## src/rtl/pipe_ctrl_pkg.sv

```systemverilog
// Shared types and helpers for the pipeline stage controller.
// Stage vectors are padded with ones up to MAX_STAGES before reduction.
package pipe_ctrl_pkg;

    typedef enum logic [1:0] {
        IDLE,
        FLUSH,
        DRAIN
    } pipe_ctrl_state_t;

    localparam int MAX_STAGES = 32;

    function automatic logic and_range(
        input logic [MAX_STAGES-1:0] vec,
        input int                    lo
    );
        logic r;
        r = 1'b1;
        for (int i = 0; i < MAX_STAGES; i++) begin
            if (i >= lo) begin
                r = r & vec[i];
            end
        end
        return r;
    endfunction

endpackage

```

## src/rtl/pipeline_stage_controller_stretcher.sv

```systemverilog
// Hold counter: a trigger reloads HOLD-1, then counts down to zero.
// Callers derive the stretched strobe as trigger | (cnt_o != 0).
module clean_pulse_stretcher #(
    parameter int HOLD = 1,
    parameter int W    = 1
) (
    input  logic         clk,
    input  logic         rst,
    input  logic         trig_i,
    output logic [W-1:0] cnt_o
);

    localparam logic [W-1:0] RELOAD = W'(HOLD - 1);

    logic [W-1:0] cnt_q;
    logic [W-1:0] cnt_d;

    // reload on trigger, otherwise count down to zero
    always_comb begin
        cnt_d = cnt_q;
        if (trig_i) begin
            cnt_d = RELOAD;
        end else if (cnt_q != '0) begin
            cnt_d = cnt_q - W'(1);
        end
    end

    // counter register, synchronous active-low reset
    always_ff @(posedge clk) begin
        if (!rst) begin
            cnt_q <= '0;
        end else begin
            cnt_q <= cnt_d;
        end
    end

    assign cnt_o = cnt_q;

endmodule

```

## src/rtl/pipeline_stage_controller.sv

```systemverilog
// N-stage pipeline sequencer: start/clean strobes, full-flush FSM,
// per-stage clean stretching, drained flag and saturating stall count.
module pipeline_stage_controller
    import pipe_ctrl_pkg::*;
#(
    parameter int STAGES     = 4,
    parameter int CLEAN_HOLD = 1,
    parameter int CNT_W      = 16
) (
    input  logic              clk,
    input  logic              rst,
    input  logic              stop_new_i,
    input  logic              flush_all_i,
    input  logic [STAGES-1:0] clean_req_i,
    input  logic [STAGES-1:0] ready_i,
    output logic [STAGES-2:0] start_o,
    output logic [STAGES-1:0] clean_o,
    output logic              busy_o,
    output logic              flush_done_o,
    output logic              drained_o,
    output logic [CNT_W-1:0]  stall_cnt_o,
    input  logic              stall_cnt_clr_i
);

    localparam int HOLD_W = $clog2(CLEAN_HOLD + 1);
    localparam logic [HOLD_W-1:0] HOLD_ONE = HOLD_W'(1);
    localparam logic [CNT_W-1:0] CNT_MAX = '1;
    localparam pipe_ctrl_state_t FLUSH_TGT =
        (CLEAN_HOLD > 1) ? FLUSH : DRAIN;

    pipe_ctrl_state_t state_q;
    pipe_ctrl_state_t state_d;

    logic                  done_q;
    logic                  done_d;
    logic [CNT_W-1:0]      stall_q;
    logic [CNT_W-1:0]      stall_d;
    logic [HOLD_W-1:0]     hold_cnt;
    logic [HOLD_W-1:0]     str_cnt [STAGES];
    logic [STAGES-1:0]     str_on;
    logic [MAX_STAGES-1:0] rdy_ext;
    logic [STAGES-2:0]     start_raw;
    logic                  rdy_down;
    logic                  rdy_all;
    logic                  is_idle;
    logic                  flush_term;
    logic                  stall_inc;

    assign rdy_ext    = {{(MAX_STAGES - STAGES){1'b1}}, ready_i};
    assign rdy_down   = and_range(rdy_ext, 1);
    assign rdy_all    = and_range(rdy_ext, 0);
    assign is_idle    = (state_q == IDLE);
    assign flush_term = flush_all_i | (state_q == FLUSH);

    clean_pulse_stretcher #(
        .HOLD (CLEAN_HOLD),
        .W    (HOLD_W)
    ) u_flush_hold (
        .clk    (clk),
        .rst    (rst),
        .trig_i (flush_all_i),
        .cnt_o  (hold_cnt)
    );

    for (genvar g = 0; g < STAGES; g++) begin : g_str
        clean_pulse_stretcher #(
            .HOLD (CLEAN_HOLD),
            .W    (HOLD_W)
        ) u_str (
            .clk    (clk),
            .rst    (rst),
            .trig_i (clean_req_i[g]),
            .cnt_o  (str_cnt[g])
        );
        assign str_on[g] = clean_req_i[g] | (str_cnt[g] != '0);
    end

    // start strobes: a stage advances when everything downstream is ready
    always_comb begin
        start_raw = '0;
        for (int i = 0; i < STAGES - 1; i++) begin
            start_raw[i] = and_range(rdy_ext, i + 1);
        end
        start_raw[0] = start_raw[0] & ~stop_new_i
                     & is_idle & ~flush_all_i;
    end

    // flush FSM next state and completion pulse
    always_comb begin
        state_d = state_q;
        done_d  = 1'b0;
        unique case (state_q)
            IDLE: begin
                if (flush_all_i) begin
                    state_d = FLUSH_TGT;
                end
            end
            FLUSH: begin
                if (!flush_all_i && hold_cnt == HOLD_ONE) begin
                    state_d = DRAIN;
                end
            end
            DRAIN: begin
                if (flush_all_i) begin
                    state_d = FLUSH_TGT;
                end else if (rdy_down) begin
                    state_d = IDLE;
                    done_d  = 1'b1;
                end
            end
            default: state_d = IDLE;
        endcase
    end

    // stall counter: clear wins, saturate at all ones
    always_comb begin
        stall_inc = is_idle & ~stop_new_i & ~start_raw[0];
        stall_d   = stall_q;
        if (stall_cnt_clr_i) begin
            stall_d = '0;
        end else if (stall_inc && stall_q != CNT_MAX) begin
            stall_d = stall_q + CNT_W'(1);
        end
    end

    // state registers, synchronous active-low reset
    always_ff @(posedge clk) begin
        if (!rst) begin
            state_q <= IDLE;
            done_q  <= 1'b0;
            stall_q <= '0;
        end else begin
            state_q <= state_d;
            done_q  <= done_d;
            stall_q <= stall_d;
        end
    end

    // outputs are forced to their safe values while reset is held
    always_comb begin
        start_o      = '0;
        clean_o      = '1;
        busy_o       = 1'b0;
        drained_o    = 1'b0;
        flush_done_o = 1'b0;
        stall_cnt_o  = '0;
        if (rst) begin
            start_o      = start_raw;
            clean_o      = str_on
                         | {1'b0, {(STAGES - 1){flush_term}}};
            busy_o       = ~is_idle;
            drained_o    = stop_new_i & is_idle & rdy_all;
            flush_done_o = done_q;
            stall_cnt_o  = stall_q;
        end
    end

endmodule
```

## config.mk

```make
export PLATFORM = sky130hd
export DESIGN_NAME = pipeline_stage_controller
export DESIGN_NICKNAME = d
export VERILOG_FILES = /design/src/rtl/pipe_ctrl_pkg.sv /design/src/rtl/pipeline_stage_controller_stretcher.sv /design/src/rtl/pipeline_stage_controller.sv
export SDC_FILE = /design/constraint.sdc
export NUM_CORES = 1
export LEC_CHECK = 0
export CAP_MARGIN = 10
export CORE_MARGIN = 1.5
export CORE_UTILIZATION = 35
export DETAILED_ROUTE_END_ITERATION = 8
export GPL_TIMING_DRIVEN = 0
export PLACE_DENSITY_LB_ADDON = 0.12
export SLEW_MARGIN = 25
export SYNTH_ARGS = -nofsm -noshare
export SYNTH_HDL_FRONTEND = slang
export SYNTH_SLANG_ARGS = --single-unit
```

## constraint.sdc

```tcl
create_clock -name clk -period 3.1 [get_ports clk]
set_clock_uncertainty 0.1 [all_clocks]
set_input_delay 0.93 -clock clk [delete_from_list [all_inputs] [get_ports clk]]
set_output_delay 0.93 -clock clk [all_outputs]
set_load 0.01 [all_outputs]
```

==> impl_metrics.tcl <==
set metrics [dict create \
    synthAdderAreaFrac 0.0100 \
    clock_path_buffers 2 \
    clk_latency_ns 0.31 \
    place_ws_ns -0.520 \
    relSlewSlack 0.666 \
    syn_avg_cell_area_um2 8.51 \
    postRouteAntennaNets 0 \
    min_period_ns 3.04 \
    gp_congestion 0.842 \
    antenna_found_initial 0 \
    cp.required_ns 2.07 \
    synth_compound_area_frac 0.164 \
    holdWs_ns 0.433 \
    synth-seq-cells 22 \
    cellLeakagePower_nw 0.614 \
    seq_power_share 0.566 \
    grt_max_degree 13 \
    ctsHoldBuffers 0 \
    hold_class "flop to flop" \
    worst_slew_pin_slew_ns 0.502 \
    crit_arrival_ns 2.01 \
    setup_tns_ns 0 \
    cts.repair_timing.setup_buffer_count 0 \
    post-route-period-util 0.981 \
    numCtsBuffers 3 \
    r2r-start "stall_q[0]" \
    cts_tree "yes" \
    endpoint_kind "output pin" \
    clock.fmax_ghz 0.329 \
    combPwrFrac 0.113 \
    cts_sinks 22 \
    nFillCells 340 \
    io_buffers 38 \
    swShare 0.245 \
    drt_drc_violations_left 0 \
    synth_xor_area_frac 0 \
    p_per_area_mw_per_mm2 290 \
    worstSetupPathType "input port to output pin" \
    synthSimpleGateAreaFrac 0.438 \
    final_cell_area_mm2 0.00177 \
    p_int_mw 0.388 \
    num_rows 21 \
    post-route-util 0.522 \
    grt_use_total 0.177 \
    worst_slack_ns 0.0602 \
    core_region_area_mm2 0.00339 \
    synthCells 147 \
    hold_viol_final 0 \
    ys_types 34 \
    wl_um 3250 \
    grt_pass1_wl_um 5660 \
    muxShareOfSynthArea 0 \
    routedWlPerCell_um 13.6 \
    pin_count 39 \
    synth_top_family_by_area "simple AND/OR/NAND/NOR gates" \
    status "completed" \
    layout-drive-gt1-share 0.125 \
    root_buffer "clkbuf_4" \
    instances_no_fill 238 \
    die_h_um 62.8 \
    via_per_inst 5.37 \
    via_count 1278 \
    setup_viol 0 \
    yosys_warnings 0 \
    synth-seq-area-share 0.352 \
    min_from "stall_q[4]" \
    diodes 0 \
    hpwl_um 2410 \
    grt_overflow 0 \
    nets 207 \
    dpl.cell_count 234 \
    start_util 0.369 \
    drt_iter0_drc 69 \
    die_w_um 62.8 \
    cap_violations 0 \
    startpoint_type "input port" \
    power_frac_clock 0.321 \
    htree_levels 1 \
    total_power_mw 0.514 \
    slew_viol_final 0 \
    startpoint "stop_new_i" \
    netlist_area_mm2 0.00125 \
    ir_worst_vdd_uv 214 \
    rsz0062_at_grt "false" \
    cts_resized 29 \
    cp_max_fo 3 \
    first_pass_iters 4 \
    clk_pin_slew_ns 0.13 \
    p_sw_mw 0.126 \
    r2r_setup_slack_ns 1.07 \
    grt_pass1_vias 1201 \
    postPlaceCellArea_mm2 0.00170 \
    die_area_mm2 0.00394 \
    area_growth_syn_to_layout_pct 41.4 \
]
-- power groups by stage --
stage,clock (mW),combinational (mW),sequential (mW)
finish,0.165,0.0581,0.291
global route,0.185,0.0646,0.292
CTS,0.171,0.0584,0.291
detailed placement,0,0.0570,0.297
global placement,0,0.0556,0.297
floorplan,0,0.0236,0.296
-- cell usage in the layout, fill, tap and decap left out, drive strengths merged --
cell and n:
a41o 1, a2111o 1, and3 4, a21oi 15, and2 20, clkdlybuf4s50 27
conb 4, buf 3, o21ai 4, nand4b 1, nand2b 2, nand2 8
o31ai 10, or4 9, nor4 1, dlygate4sd2 6, a31oi 1, ha 1
nor2 4, nand3 8, o211ai 1, inv 2, nor3 2, clkdlybuf4s15 3
dfxtp 22, nand4 7, nor2b 2, or3 7, and4 6, dlymetal6s2s 1
clkbuf 9
-- layer usage --
metal  wire length (um)  GRT usage
met3                 92     0.0162
met1               1490      0.224
met2               1640      0.313
met5                  0          0
met4                 24     0.0639
-- worst max-delay path, stage by stage --
cell and delay [ns]:
clkdlybuf4s50_1 0.57, nand3_1 0.10, nor3_1 0.15, clkdlybuf4s15_2 0.26
-- state kept, by name, indices dropped and copies added, names as in the netlist --
name               count
g_str.u_str.cnt_o      4
done_q                 1
stall_q               16
state_q                1
-- logic make-up (layout without fill, tap and decap cells) --
group	after synthesis	count (layout)
other	1	4
AOI/OAI and AO/OA	33	33
buffers and inverters	9	51
adders and majority gates	1	1
and+or+nand+nor	81	81
DFF	22	22
-- cell type report --
cell class              count  area (um^2)  share of cell area
multi-input cells         119          800               0.452
flip-flops and latches     22          440               0.249
clock buffers               4         36.3              0.0205
well taps                  46         57.6              0.0325
repair buffers             38          374               0.211
inverters                   2         7.51             0.00424
plain buffers               7         53.8              0.0304
-- synthesized netlist by cell type (all sizes together) --
| library cell | count | share of area |
|---|---|---|
| nor3 | 2 | 0.0080 |
| o211ai | 1 | 0.0060 |
| nor2b | 2 | 0.010 |
| or3 | 7 | 0.035 |
| clkbuf | 5 | 0.015 |
| nand3 | 8 | 0.032 |
| a2111o | 1 | 0.0090 |
| o31ai | 10 | 0.060 |
| o21ai | 4 | 0.016 |
| a21oi | 15 | 0.060 |
| nand2b | 2 | 0.010 |
| nand4b | 1 | 0.019 |
| nand4 | 7 | 0.047 |
| dfxtp | 22 | 0.35 |
| and2 | 20 | 0.10 |
| and3 | 4 | 0.025 |
| or4 | 9 | 0.054 |
| a31oi | 1 | 0.0050 |
| a41o | 1 | 0.0080 |
| conb | 1 | 0.0030 |
| nor2 | 4 | 0.018 |
| nand2 | 8 | 0.024 |
| ha | 1 | 0.010 |
| and4 | 6 | 0.050 |
| buf | 2 | 0.012 |
| inv | 2 | 0.0060 |
| nor4 | 1 | 0.0050 |
-- worst paths after layout --
kind,depth (start not counted),endpoint
setup reg to reg,6,stall_q[15]
hold reg to reg,2,stall_q[4]
setup / recovery,4,drained_o
hold / removal,2,stall_q[4]
No activity file was read; power rests on OpenSTA's default activity.
==> RTL edit 1 (config.mk and constraints unchanged) <==
Encoding of `pipe_ctrl_state_t`: now one-hot (3 bits for 3 states).
--- a/src/rtl/pipe_ctrl_pkg.sv
+++ b/src/rtl/pipe_ctrl_pkg.sv
@@ -3,8 +3,8 @@
 package pipe_ctrl_pkg;
 
-    typedef enum logic [1:0] {
-        IDLE,
-        FLUSH,
-        DRAIN
+    typedef enum logic [2:0] {
+        IDLE  = 3'b001,
+        FLUSH = 3'b010,
+        DRAIN = 3'b100
     } pipe_ctrl_state_t;
 
Behaviour: same outputs for any inputs over 10 cycles, from zero or initial values and one cycle with rst low; not proved beyond that.
==> RTL edit 1 against the original RTL <==
- wire length increased by 6.4%
- sequential cell count increased by 1
- area after synthesis increased by 4.2%
- power increased by 12%
- synthesized cell count increased by 7.5%
- sequential power increased by 5%
- die area increased by 4.0%
- design area increased by 2.4%
- setup slack improved by 0.0044 ns
- largest power group unchanged
- highest routed layer unchanged
==> RTL edit 1: results (changes against the original RTL) <==
first-pass GRT wire length=5910 um (+4.4%); DRT Pass-1 Iters=4 (unchanged); Hold Path Class=reg2reg; critical path arrival=2.01 ns (about the same); EDFF count, synth=0 (unchanged); Synth Warn #=0 (unchanged); clock insertion delay at the later pin of the skew report=0.27 ns (-0.04 ns); vias in the first global route=1282 (+6.7%); post-synth cell types=37 (+8.8%); Final Wtd Congestion=0.822 (-2.4%); pre-CTS WS=-0.603 ns (-0.0834 ns); crit-path max FO=8 (+5); cts bufs inserted=3 (unchanged); Critical Path Source=flush_all_i; # fillers=337 (-0.88%); clk buf depth=2 (unchanged); Async SR Flop Fraction=0% (unchanged); post-cts repair resize count=19 (-34%); Synth Flop Type=dfxtp_1; vias per std cell=5.60 (+4.3%); Port Buffers=38 (unchanged); H-tree Lvls=1 (unchanged); max reg flops=16 (unchanged); register clock-pin slew on the reported worst setup and hold paths=0.08 ns (-0.05 ns); GR Overflow Total=0 (unchanged); status=finished clean; total wire length=3450 um (+6.4%); DP Wirelength=2560 um (+6.2%); largest net degree at the start of global routing=13 (unchanged); antenna violations before repair=0 (unchanged); synth cell count leaders=dfxtp_1 (23), and2_1 (18), a21oi_1 (14), nand3_1 (11); CTS Root Cell=clkbuf_8; register with the most flip-flops=stall_q; hold path startpoint=stall_q[15]; static leakage=0.000610 uW (-0.70%); slowest stage delay, CP=0.31 ns (-0.26 ns); DRT iter0 DRCs=83 (+20%); Worst VDD drop=0.217 mV (+1.6%); Synth area leaders=dfxtp_1 (35%), and2_1 (8.6%), a21oi_1 (5.4%); share of layout cells above drive strength 1=6.40% (-6.1 points); Final nets=220 (+6.3%); CP max stage cell=or3_1; antenna fix cells=0 (unchanged); worst reg2reg path startpoint=stall_q[9]; Post-DP Area=0.00175 mm2 (+3.1%); GR Util All Layers=17.8% (+0.10 points); Setup Fix Bufs, Post-CTS=0 (unchanged); Seq/Total Area, Yosys=35.3% (+0.12 points); Max-slew headroom=46.3% (-20 points)
-- RTL edit 1: changes by cell type after synthesis, moves of 3 or more --
| cell | unedited run | this run |
|---|---|---|
| or4_1 | 9 | 6 |
| and4_4 | 4 | 0 |
| nor2_1 | 3 | 7 |
| o31ai_1 | 10 | 6 |
| o41ai_1 | 0 | 4 |
| nand3_1 | 8 | 11 |
-- RTL edit 1: layer usage --
layer | routed length (um) | share of wire (%) | track usage (%) | vias up
li1 | - | - | - | 681
met1 | 1620 | 47 | 22.5 | 660
met2 | 1600 | 46 | 30.7 | 49
met3 | 185 | 5.4 | 2.82 | 5
met4 | 51 | 1.5 | 5.71 | 0
met5 | 0 | 0 | 0 | -
-- RTL edit 1: cell type report --
class | count | area share, %
multi-input cells | 129 | 45.4
flip-flops and latches | 23 | 25.4
repair buffers | 38 | 20.1
well taps | 46 | 3.18
plain buffers | 5 | 2.56
clock buffers | 4 | 2.49
inverters | 4 | 0.829
-- RTL edit 1: power by group --
group / internal (uW) / switching, uW / leakage (uW)
Sequential: 302 / 3.84 / 0.000187
Clock: 92.0 / 98.3 / 0.0000228
Combinational: 39.8 / 38.7 / 0.000400
Total: 434 / 141 / 0.000610
-- RTL edit 1: kinds of logic after synthesis --
| kind of cell | after synthesis | share of synthesized area, % |
|---|---|---|
| simple gates | 87 | 41.2 |
| compound gates | 35 | 17.2 |
| flops | 23 | 35.3 |
| buf+inv | 9 | 3.17 |
| fa+ha+maj | 3 | 2.88 |
| other cells | 1 | 0.288 |
-- RTL edit 1: final timing paths --
path	end	slack (ns)	cells past startpoint
worst min register to register	stall_q[15]	0.40	2
worst max-delay path	clean_o[2]	0.06	4
worst min-delay path	stall_q[15]	0.40	2
worst max register to register	stall_q[1]	0.93	4
-- RTL edit 1: through the flow --
| stage | instances | util, % |
|---|---|---|
| 2_1_floorplan | 161 | - |
| 3_3_place_gp | 245 | 50.9 |
| 3_5_place_dp | 245 | 50.9 |
| 4_1_cts | 249 | 52.4 |
| 5_1_grt | 249 | 52.6 |
| 6_report | 249 | 52.6 |
-- RTL edit 1: critical path, delay by kind of cell --
family        cells  cell delay (ns)
simple gates      2             0.48
buf+inv           2             0.59
==> RTL edit 2 (same settings) <==
Made on the original files. The package constant `MAX_STAGES` goes from 32 to 16.
--- a/src/rtl/pipe_ctrl_pkg.sv
+++ b/src/rtl/pipe_ctrl_pkg.sv
@@ -9,5 +9,5 @@
     } pipe_ctrl_state_t;
 
-    localparam int MAX_STAGES = 32;
+    localparam int MAX_STAGES = 16;
 
     function automatic logic and_range(
Check against the original RTL: equivalent (Yosys induction, for registers that start in step).
==> RTL edit 2 against the original RTL <==
- setup slack lost 0.0062 ns
- sequential cell count unchanged
- sequential share of layout area grew 0.54 points
- wire length down 4.3%
- area after synthesis decreased by 0.40%
- sequential power about the same
- power down 7.2%
- design area is 2.1% lower
- clock power fell by 22%
- critical path type unchanged
==> RTL edit 2: results (changes against the original RTL) <==
register clock-pin slew on the reported worst setup and hold paths=0.11 ns (-0.02 ns); Worst Max-Slew Pin Slew=0.653 ns (+0.151 ns); Seq/Total Area, Yosys=35.3% (+0.14 points); met3 WL=126 um (+37%); mean post-synth cell area=8.25 um2 (-3.0%); vias per std cell=5.05 (-5.9%); M1 WL=1520 um (+1.7%); Routed met2 length=1430 um (-13%); # fillers=327 (-3.8%); Final Wtd Congestion=0.817 (-3.0%); register with the most flip-flops=stall_q; post-DR wirelength/cell=12.8 um (-5.9%); CP top delay family=buffers and inverters; EDFF count, synth=0 (unchanged); first-pass GRT wire length=5570 um (-1.6%); DP Wirelength=2310 um (-4.1%); antenna fix cells=0 (unchanged); Hold Path Class=reg2reg; Synth Warn #=0 (unchanged); Worst VDD drop=0.226 mV (+5.7%); static leakage=0.000637 uW (+3.8%); slowest stage delay, CP=0.53 ns (-0.04 ns); R2R cell count=5 (-1); post-synth cell types=37 (+8.8%); crit-path max FO=1 (-2); cts bufs inserted=3 (unchanged); routed via count=1223 (-4.3%); Synth area leaders=dfxtp_1 (35%), and2_1 (11%), nand2_1 (6.0%); Post-DP Area=0.00170 mm2 (-0.29%); largest net degree at the start of global routing=12 (-1); H-tree Lvls=1 (unchanged); Final nets=212 (+2.4%); post-placement cell count=238 (+1.7%); Cell Int Power=362 uW (-6.7%); synth cell count leaders=dfxtp_1 (22), and2_1 (21), nand2_1 (20), a21oi_1 (9); status=finished clean; vias in the first global route=1219 (+1.5%); DRT iter0 DRCs=20 (-71%); share of layout cells above drive strength 1=11.7% (-0.77 points); CTS Root Cell=clkbuf_4; GR Util All Layers=17.1% (-0.63 points)
[RTL edit 2: stage by stage]
step	total power (uW)	setup slack (ns)	setup TNS, ns
global route	506	0.00450	0
finish	477	0.0540	0
global placement	352	-0.516	-11.92
detailed placement	352	-0.521	-12.26
floorplan	319	0.561	0
CTS	481	-0.0239	-0.185
[RTL edit 2: kinds of logic (layout without fill, tap and decap cells)]
family,after synthesis,after routing,share of synthesized area (%)
muxes,6,6,4.82
and+or+nand+nor,83,83,38.6
AOI/OAI and AO/OA,30,30,16.7
DFF,22,22,35.3
buffers and inverters,8,50,3.31
adders and majority gates,1,1,1.00
other,1,4,0.301
[RTL edit 2: worst reg2reg max path, stage by stage (launching register included)]
cell and delay [ns]:
dfxtp_1 0.40, ha_1 0.21, and4_1 0.27, nand4_1 0.19, or4_1 0.50, a21oi_1 0.14
[RTL edit 2: layout make-up]
class / count / area [um2] / area share, %
inverters: 1 / 3.75 / 0.217
clock buffers: 3 / 22.5 / 1.30
plain buffers: 7 / 52.6 / 3.03
repair buffers: 39 / 360 / 20.8
multi-input cells: 124 / 795 / 45.9
flip-flops and latches: 22 / 440 / 25.4
well taps: 46 / 57.6 / 3.32
[RTL edit 2: repair_timing]
| item | in CTS | in global routing |
|---|---|---|
| endpoints found under the setup margin | 26 | 20 |
| hold buffers | 0 | 0 |
| gates resized for setup | 28 | 12 |
| buffers inserted | 1 | 0 |
[RTL edit 2: path summary, 6_finish.rpt]
check | end | slack [ns] | start
max | clean_o[3] | 0.05 | clean_req_i[3]
min | stall_q[1] | 0.39 | stall_q[1]
max reg2reg | stall_q[14] | 1.24 | stall_q[0]
min reg2reg | stall_q[1] | 0.39 | stall_q[1]
[RTL edit 2: power groups by stage]
stage,combinational (uW),sequential (uW),clock [uW]
finish,57.7,290,129
floorplan,23.3,296,0
global placement,54.8,297,0
detailed placement,55.6,297,0
global route,63.8,292,150
CTS,57.2,290,133
[RTL edit 2: routing by layer]
layer  vias to the layer above  track usage (%)
li1                        642                -
met1                       549             21.6
met2                        28             30.0
met3                         4             3.96
met4                         0             2.78
met5                         -                0
